$ cat src/rtl/multicycle_ctrl.sv
// Control FSM for a multicycle RISC-V datapath with a shared memory port.
// Sequences fetch/decode/execute/mem/write-back, counts retirements, traps.
//
// Ports:
//   clk, arst_n       clock and synchronous active-low reset
//   start, halt_req   leave IDLE / return to IDLE at the next retirement
//   opcode            instruction register [6:0]
//   mem_ready         shared memory finished its access this cycle
//   pc_write*, pc_source, ir_write, i_or_d,
//   mem_read, mem_write, mem_2_reg, reg_write,
//   alu_src_a, alu_src_b, alu_op   datapath strobes and mux selects
//   busy, trap, trap_cause, retired   status
module multicycle_ctrl #(
  parameter int CNT_W       = 32,
  parameter int MEM_TIMEOUT = 16
) (
  input  logic             clk,
  input  logic             arst_n,
  input  logic             start,
  input  logic             halt_req,
  input  logic [6:0]       opcode,
  input  logic             mem_ready,
  output logic             pc_write,
  output logic             pc_write_c,
  output logic [1:0]       pc_source,
  output logic             ir_write,
  output logic             i_or_d,
  output logic             mem_read,
  output logic             mem_write,
  output logic             mem_2_reg,
  output logic             reg_write,
  output logic [1:0]       alu_src_a,
  output logic [1:0]       alu_src_b,
  output logic [1:0]       alu_op,
  output logic             busy,
  output logic             trap,
  output logic [1:0]       trap_cause,
  output logic [CNT_W-1:0] retired
);

  localparam int WAIT_W = $clog2(MEM_TIMEOUT + 1);
  localparam logic [WAIT_W-1:0] WAIT_LAST =
    WAIT_W'(MEM_TIMEOUT - 1);

  localparam logic [6:0] OP_R  = 7'b0110011;
  localparam logic [6:0] OP_I  = 7'b0010011;
  localparam logic [6:0] OP_LD = 7'b0000011;
  localparam logic [6:0] OP_ST = 7'b0100011;
  localparam logic [6:0] OP_BR = 7'b1100011;
  localparam logic [6:0] OP_J  = 7'b1101111;

  localparam logic [1:0] CAUSE_ILL = 2'b01;
  localparam logic [1:0] CAUSE_TMO = 2'b10;

  typedef enum logic [3:0] {
    S_IDLE,
    S_FETCH,
    S_DECODE,
    S_EXEC_R,
    S_EXEC_I,
    S_WB_ALU,
    S_ADDR,
    S_MEM_RD,
    S_WB_MEM,
    S_MEM_WR,
    S_BRANCH,
    S_JUMP,
    S_TRAP
  } state_t;

  state_t             state_q, state_d;
  logic [WAIT_W-1:0]  wait_q, wait_d;
  logic [CNT_W-1:0]   ret_q, ret_d;
  logic               trap_q, trap_d;
  logic [1:0]         cause_q, cause_d;

  // Next state. mem_wait handles the three memory-wait states alike:
  // ready advances, otherwise count, and the last allowed idle
  // cycle traps. A ready in that last cycle still wins.
  always_comb begin
    state_d = state_q;
    wait_d  = wait_q;
    ret_d   = ret_q;
    trap_d  = trap_q;
    cause_d = cause_q;

    unique case (state_q)
      S_IDLE: begin
        if (start) state_d = S_FETCH;
      end
      S_FETCH, S_MEM_RD, S_MEM_WR: begin
        if (mem_ready) begin
          wait_d = '0;
          unique case (state_q)
            S_FETCH:  state_d = S_DECODE;
            S_MEM_RD: state_d = S_WB_MEM;
            default: begin
              ret_d   = ret_q + CNT_W'(1);
              state_d = halt_req ? S_IDLE : S_FETCH;
            end
          endcase
        end else if (wait_q == WAIT_LAST) begin
          wait_d  = '0;
          state_d = S_TRAP;
          trap_d  = 1'b1;
          cause_d = CAUSE_TMO;
        end else begin
          wait_d = wait_q + WAIT_W'(1);
        end
      end
      S_DECODE: begin
        unique case (1'b1)
          (opcode == OP_R):  state_d = S_EXEC_R;
          (opcode == OP_I):  state_d = S_EXEC_I;
          (opcode == OP_LD),
          (opcode == OP_ST): state_d = S_ADDR;
          (opcode == OP_BR): state_d = S_BRANCH;
          (opcode == OP_J):  state_d = S_JUMP;
          default: begin
            state_d = S_TRAP;
            trap_d  = 1'b1;
            cause_d = CAUSE_ILL;
          end
        endcase
      end
      S_EXEC_R, S_EXEC_I: begin
        state_d = S_WB_ALU;
      end
      S_ADDR: begin
        state_d = (opcode == OP_LD) ? S_MEM_RD : S_MEM_WR;
      end
      S_WB_ALU, S_WB_MEM, S_BRANCH, S_JUMP: begin
        ret_d   = ret_q + CNT_W'(1);
        state_d = halt_req ? S_IDLE : S_FETCH;
      end
      S_TRAP: begin
        state_d = S_TRAP;
      end
      default: begin
        state_d = S_IDLE;
      end
    endcase
  end

  always_ff @(posedge clk) begin
    if (!arst_n) begin
      state_q <= S_IDLE;
      wait_q  <= '0;
      ret_q   <= '0;
      trap_q  <= 1'b0;
      cause_q <= 2'b00;
    end else begin
      state_q <= state_d;
      wait_q  <= wait_d;
      ret_q   <= ret_d;
      trap_q  <= trap_d;
      cause_q <= cause_d;
    end
  end

  // Datapath controls are a pure decode of the state register;
  // only the fetch-cycle IR/PC loads wait for mem_ready.
  always_comb begin
    pc_write   = 1'b0;
    pc_write_c = 1'b0;
    pc_source  = 2'b00;
    ir_write   = 1'b0;
    i_or_d     = 1'b0;
    mem_read   = 1'b0;
    mem_write  = 1'b0;
    mem_2_reg  = 1'b0;
    reg_write  = 1'b0;
    alu_src_a  = 2'b00;
    alu_src_b  = 2'b00;
    alu_op     = 2'b00;

    unique case (state_q)
      S_FETCH: begin
        mem_read  = 1'b1;
        alu_src_b = 2'b01;
        ir_write  = mem_ready;
        pc_write  = mem_ready;
      end
      S_DECODE: begin
        alu_src_a = 2'b10;
        alu_src_b = 2'b10;
      end
      S_EXEC_R: begin
        alu_src_a = 2'b01;
        alu_op    = 2'b10;
      end
      S_EXEC_I, S_ADDR: begin
        alu_src_a = 2'b01;
        alu_src_b = 2'b10;
      end
      S_WB_ALU: begin
        reg_write = 1'b1;
      end
      S_MEM_RD: begin
        mem_read = 1'b1;
        i_or_d   = 1'b1;
      end
      S_WB_MEM: begin
        reg_write = 1'b1;
        mem_2_reg = 1'b1;
      end
      S_MEM_WR: begin
        mem_write = 1'b1;
        i_or_d    = 1'b1;
      end
      S_BRANCH: begin
        alu_src_a  = 2'b01;
        alu_op     = 2'b01;
        pc_write_c = 1'b1;
        pc_source  = 2'b01;
      end
      S_JUMP: begin
        pc_write  = 1'b1;
        pc_source = 2'b01;
      end
      default: begin
        pc_write = 1'b0;
      end
    endcase
  end

  assign busy       = (state_q != S_IDLE) && (state_q != S_TRAP);
  assign trap       = trap_q;
  assign trap_cause = cause_q;
  assign retired    = ret_q;

endmodule

$ cat config.mk
export PLATFORM = sky130hd
export DESIGN_NAME = multicycle_ctrl
export DESIGN_NICKNAME = d
export VERILOG_FILES = /design/src/rtl/multicycle_ctrl.sv
export SDC_FILE = /design/constraint.sdc
export NUM_CORES = 1
export LEC_CHECK = 0
export ABC_AREA = 1
export CORE_AREA = 2 2 75 77
export DETAILED_ROUTE_END_ITERATION = 7
export DIE_AREA = 0 0 77 79
export PLACE_DENSITY = 0.84
export SETUP_SLACK_MARGIN = 0.02
export SLEW_MARGIN = 20
export SYNTH_ARGS = -nofsm -noshare
export SYNTH_HDL_FRONTEND = slang
export SYNTH_SLANG_ARGS = --single-unit
$ cat constraint.sdc
create_clock -name clk -period 4.6 [get_ports clk]
set_input_delay 0.92 -clock clk [delete_from_list [all_inputs] [get_ports clk]]
set_output_delay 0.92 -clock clk [all_outputs]
set_load 0.05 [all_outputs]
==> results.cfg <==
[yosys]
synth_top_area_share = 0.314
synth_fp_nets = 481
synth_area_sq_um = 2810
synth_ff_type = dfxtp_1
ys_seq_area_frac = 0.314
ys_ff_latch = 44
yosys-top-cells-count = 169 x nand2_1, 80 x nor2_1, 44 x dfxtp_1
synth_edf_count = 0
yosys.cell_count.top_type = nand2_1
synth_async_sr_flop_share = 0
avgSynthCellArea_sq_um = 6.01
yosysWarnings = 0
yosys.area.top_type = dfxtp_1
ys_types = 36
syn_inst = 467
yosys-top-cells-area = dfxtp_1 31%, nand2_1 23%, nor2_1 11%

[floorplan]
num_rows = 27
io_pins = 64
dieArea_sq_um = 6080
core_area_sq_um = 5340
die_y_microns = 79
dieWidth_microns = 77
initial_core_util = 0.526

[timing]
worstMarginPinSlew_ps = 747
period_minus_slack_ps = 3430
slew_viol_final = 0
min_period_over_period = 0.746
fin_worst_skew_ps = 8.10
final_hold_viol_count = 0
setup_violations = 0
fin_tns_setup_ps = 0
relSlewSlack = 0.499
fmax_mhz = 291
grt_setup_unrepaired = false
holdWs_ps = 451

[place]
gp_congestion = 0.986
io_buffers = 62
dp_hpwl_microns = 5580

[global_route]
globalRoute.totalOverflow = 0
grt_usage = 0.242
antenna_found_initial = 0
grt_pass1_vias = 2745
grt_pass1_wl_microns = 12100
grt_max_degree = 29

[drt]
drt-pass1-iter-count = 5
vias = 3098
drt_wl_total_microns = 7270
vias_per_cell = 5.16
wl_per_cell_microns = 12.1
antenna_left = 0
drc = 0
drtIter0Drc = 186

[critical_path]
end_kind = output pin
arrival_ps = 2510
worstPathRequired_ps = 3680
critPathKind = in -> out
setup.worst_path.start_class = input port
crit_fanout = 4

[power]
ir_drop_mv = 0.310
p_leak_uw = 0.00136
power.total_uw = 1240
power_density_nw_per_um2 = 350

[final_layout]
drive_gt1_frac = 0.0473
area_growth_pct = 26.6
antennaDiodeCount = 0
fillCellCount = 522
fin_nets = 541

[clocking]
clk_path_buf_depth = 2
clkSinkCount = 44
post_cts_buffers = 0
cts_hold_buf = 0
h-tree-depth = 2
path_clk_slew_ps = 80
cts_tree = yes
clock_latency_ps = 300
cts-root-buf = clkbuf_8
cts_made_buffers = 5
ctsResizeCount = 0

[hold_path]
min-delay-path-class = reg -> reg

[run]
cap_violations = 0

[outcome]
outcome = completed
where the power goes:
group          switching (uW)  internal [uW]  leakage, uW
Clock                     128            161    0.0000552
Combinational             372            153     0.000947
Sequential               25.9            404     0.000355
Total                     525            718      0.00136
per-layer routing:
metal / GRT usage / share of wire / vias to the layer above
li1: - / - / 1595
met1: 0.287 / 0.43 / 1391
met2: 0.449 / 0.51 / 104
met3: 0.0466 / 0.052 / 8
met4: 0.0607 / 0.011 / 0
met5: 0 / 0 / -
worst paths after layout:
check | start | end | slack (ps) | cells past startpoint
worst max-delay path | mem_ready | pc_write | 1170 | 4
worst min register to register | wait_q[4]$_SDFFE_PN0N_ | wait_q[4]$_SDFFE_PN0N_ | 450 | 2
worst min-delay path | wait_q[4]$_SDFFE_PN0N_ | wait_q[4]$_SDFFE_PN0N_ | 450 | 2
worst max register to register | retired[0]$_SDFFE_PN0P_ | retired[20]$_SDFFE_PN0P_ | 2640 | 10
worst max-delay path, cell delays in order:
cell and delay (ps):
clkdlybuf4s50_1 510, inv_1 110, o22ai_1 150, clkdlybuf4s50_1 820
through the flow:
| stage | instances | cell area [sq um] | setup WS, ps | utilization |
|---|---|---|---|---|
| after floorplan | 467 | 2810 | 1880 | - |
| after global placement | 592 | 3450 | 1200 | 0.646 |
| after detailed placement | 592 | 3450 | 1170 | 0.646 |
| after CTS | 600 | 3560 | 1170 | 0.666 |
| after global routing | 600 | 3560 | 1100 | 0.666 |
| final | 600 | 3560 | 1170 | 0.666 |
layout make-up:
cell class | instances | area (sq um) | area share
well taps | 72 | 90.1 | 0.0253
clock buffers | 6 | 72.6 | 0.0204
inverters | 45 | 171 | 0.0482
repair buffers | 63 | 628 | 0.177
multi-input cells | 368 | 1680 | 0.472
clock inverters | 2 | 35.0 | 0.00985
flip-flops and latches | 44 | 881 | 0.248
state kept, by name (all words and copies together) (netlist names):
name	count
wait_q	5
state_q	4
trap_cause	2
retired	32
trap	1
cell families after synthesis:
logic type               count (synthesis)  synth area share
adder cells (fa/ha/maj)                  2           0.00891
AND/OR/NAND/NOR                        301             0.451
flip-flops                              44             0.314
other                                    1           0.00134
AO/OA/AOI/OAI                           54             0.105
XOR/XNOR                                10            0.0312
buffers and inverters                   55            0.0887
cell usage in the layout, fill, tap and decap left out:
cell type and n:
nor4_1 1, o21bai_1 4, o21ai_1 1, inv_2 3, and3_1 2, nor2_1 80
a211oi_1 1, a21oi_2 1, xor2_1 7, nand2_4 3, clkinv_1 1, clkbuf_1 1
clkdlybuf4s50_1 62, o21ai_2 1, nor2_2 2, nand2_2 4, clkinv_2 1, buf_4 1
conb_1 1, a31oi_1 2, nor3_1 4, a21oi_1 30, nand2_1 169, nand4_1 4
nor2_4 2, clkbuf_8 5, o22ai_1 1, o21ai_0 13, nor3b_1 1, inv_1 40
bufinv_16 1, nand3_1 20, dfxtp_1 44, nand3b_1 9, inv_4 1, ha_1 2
xnor2_1 3
Power figures use the tool's default switching activity.
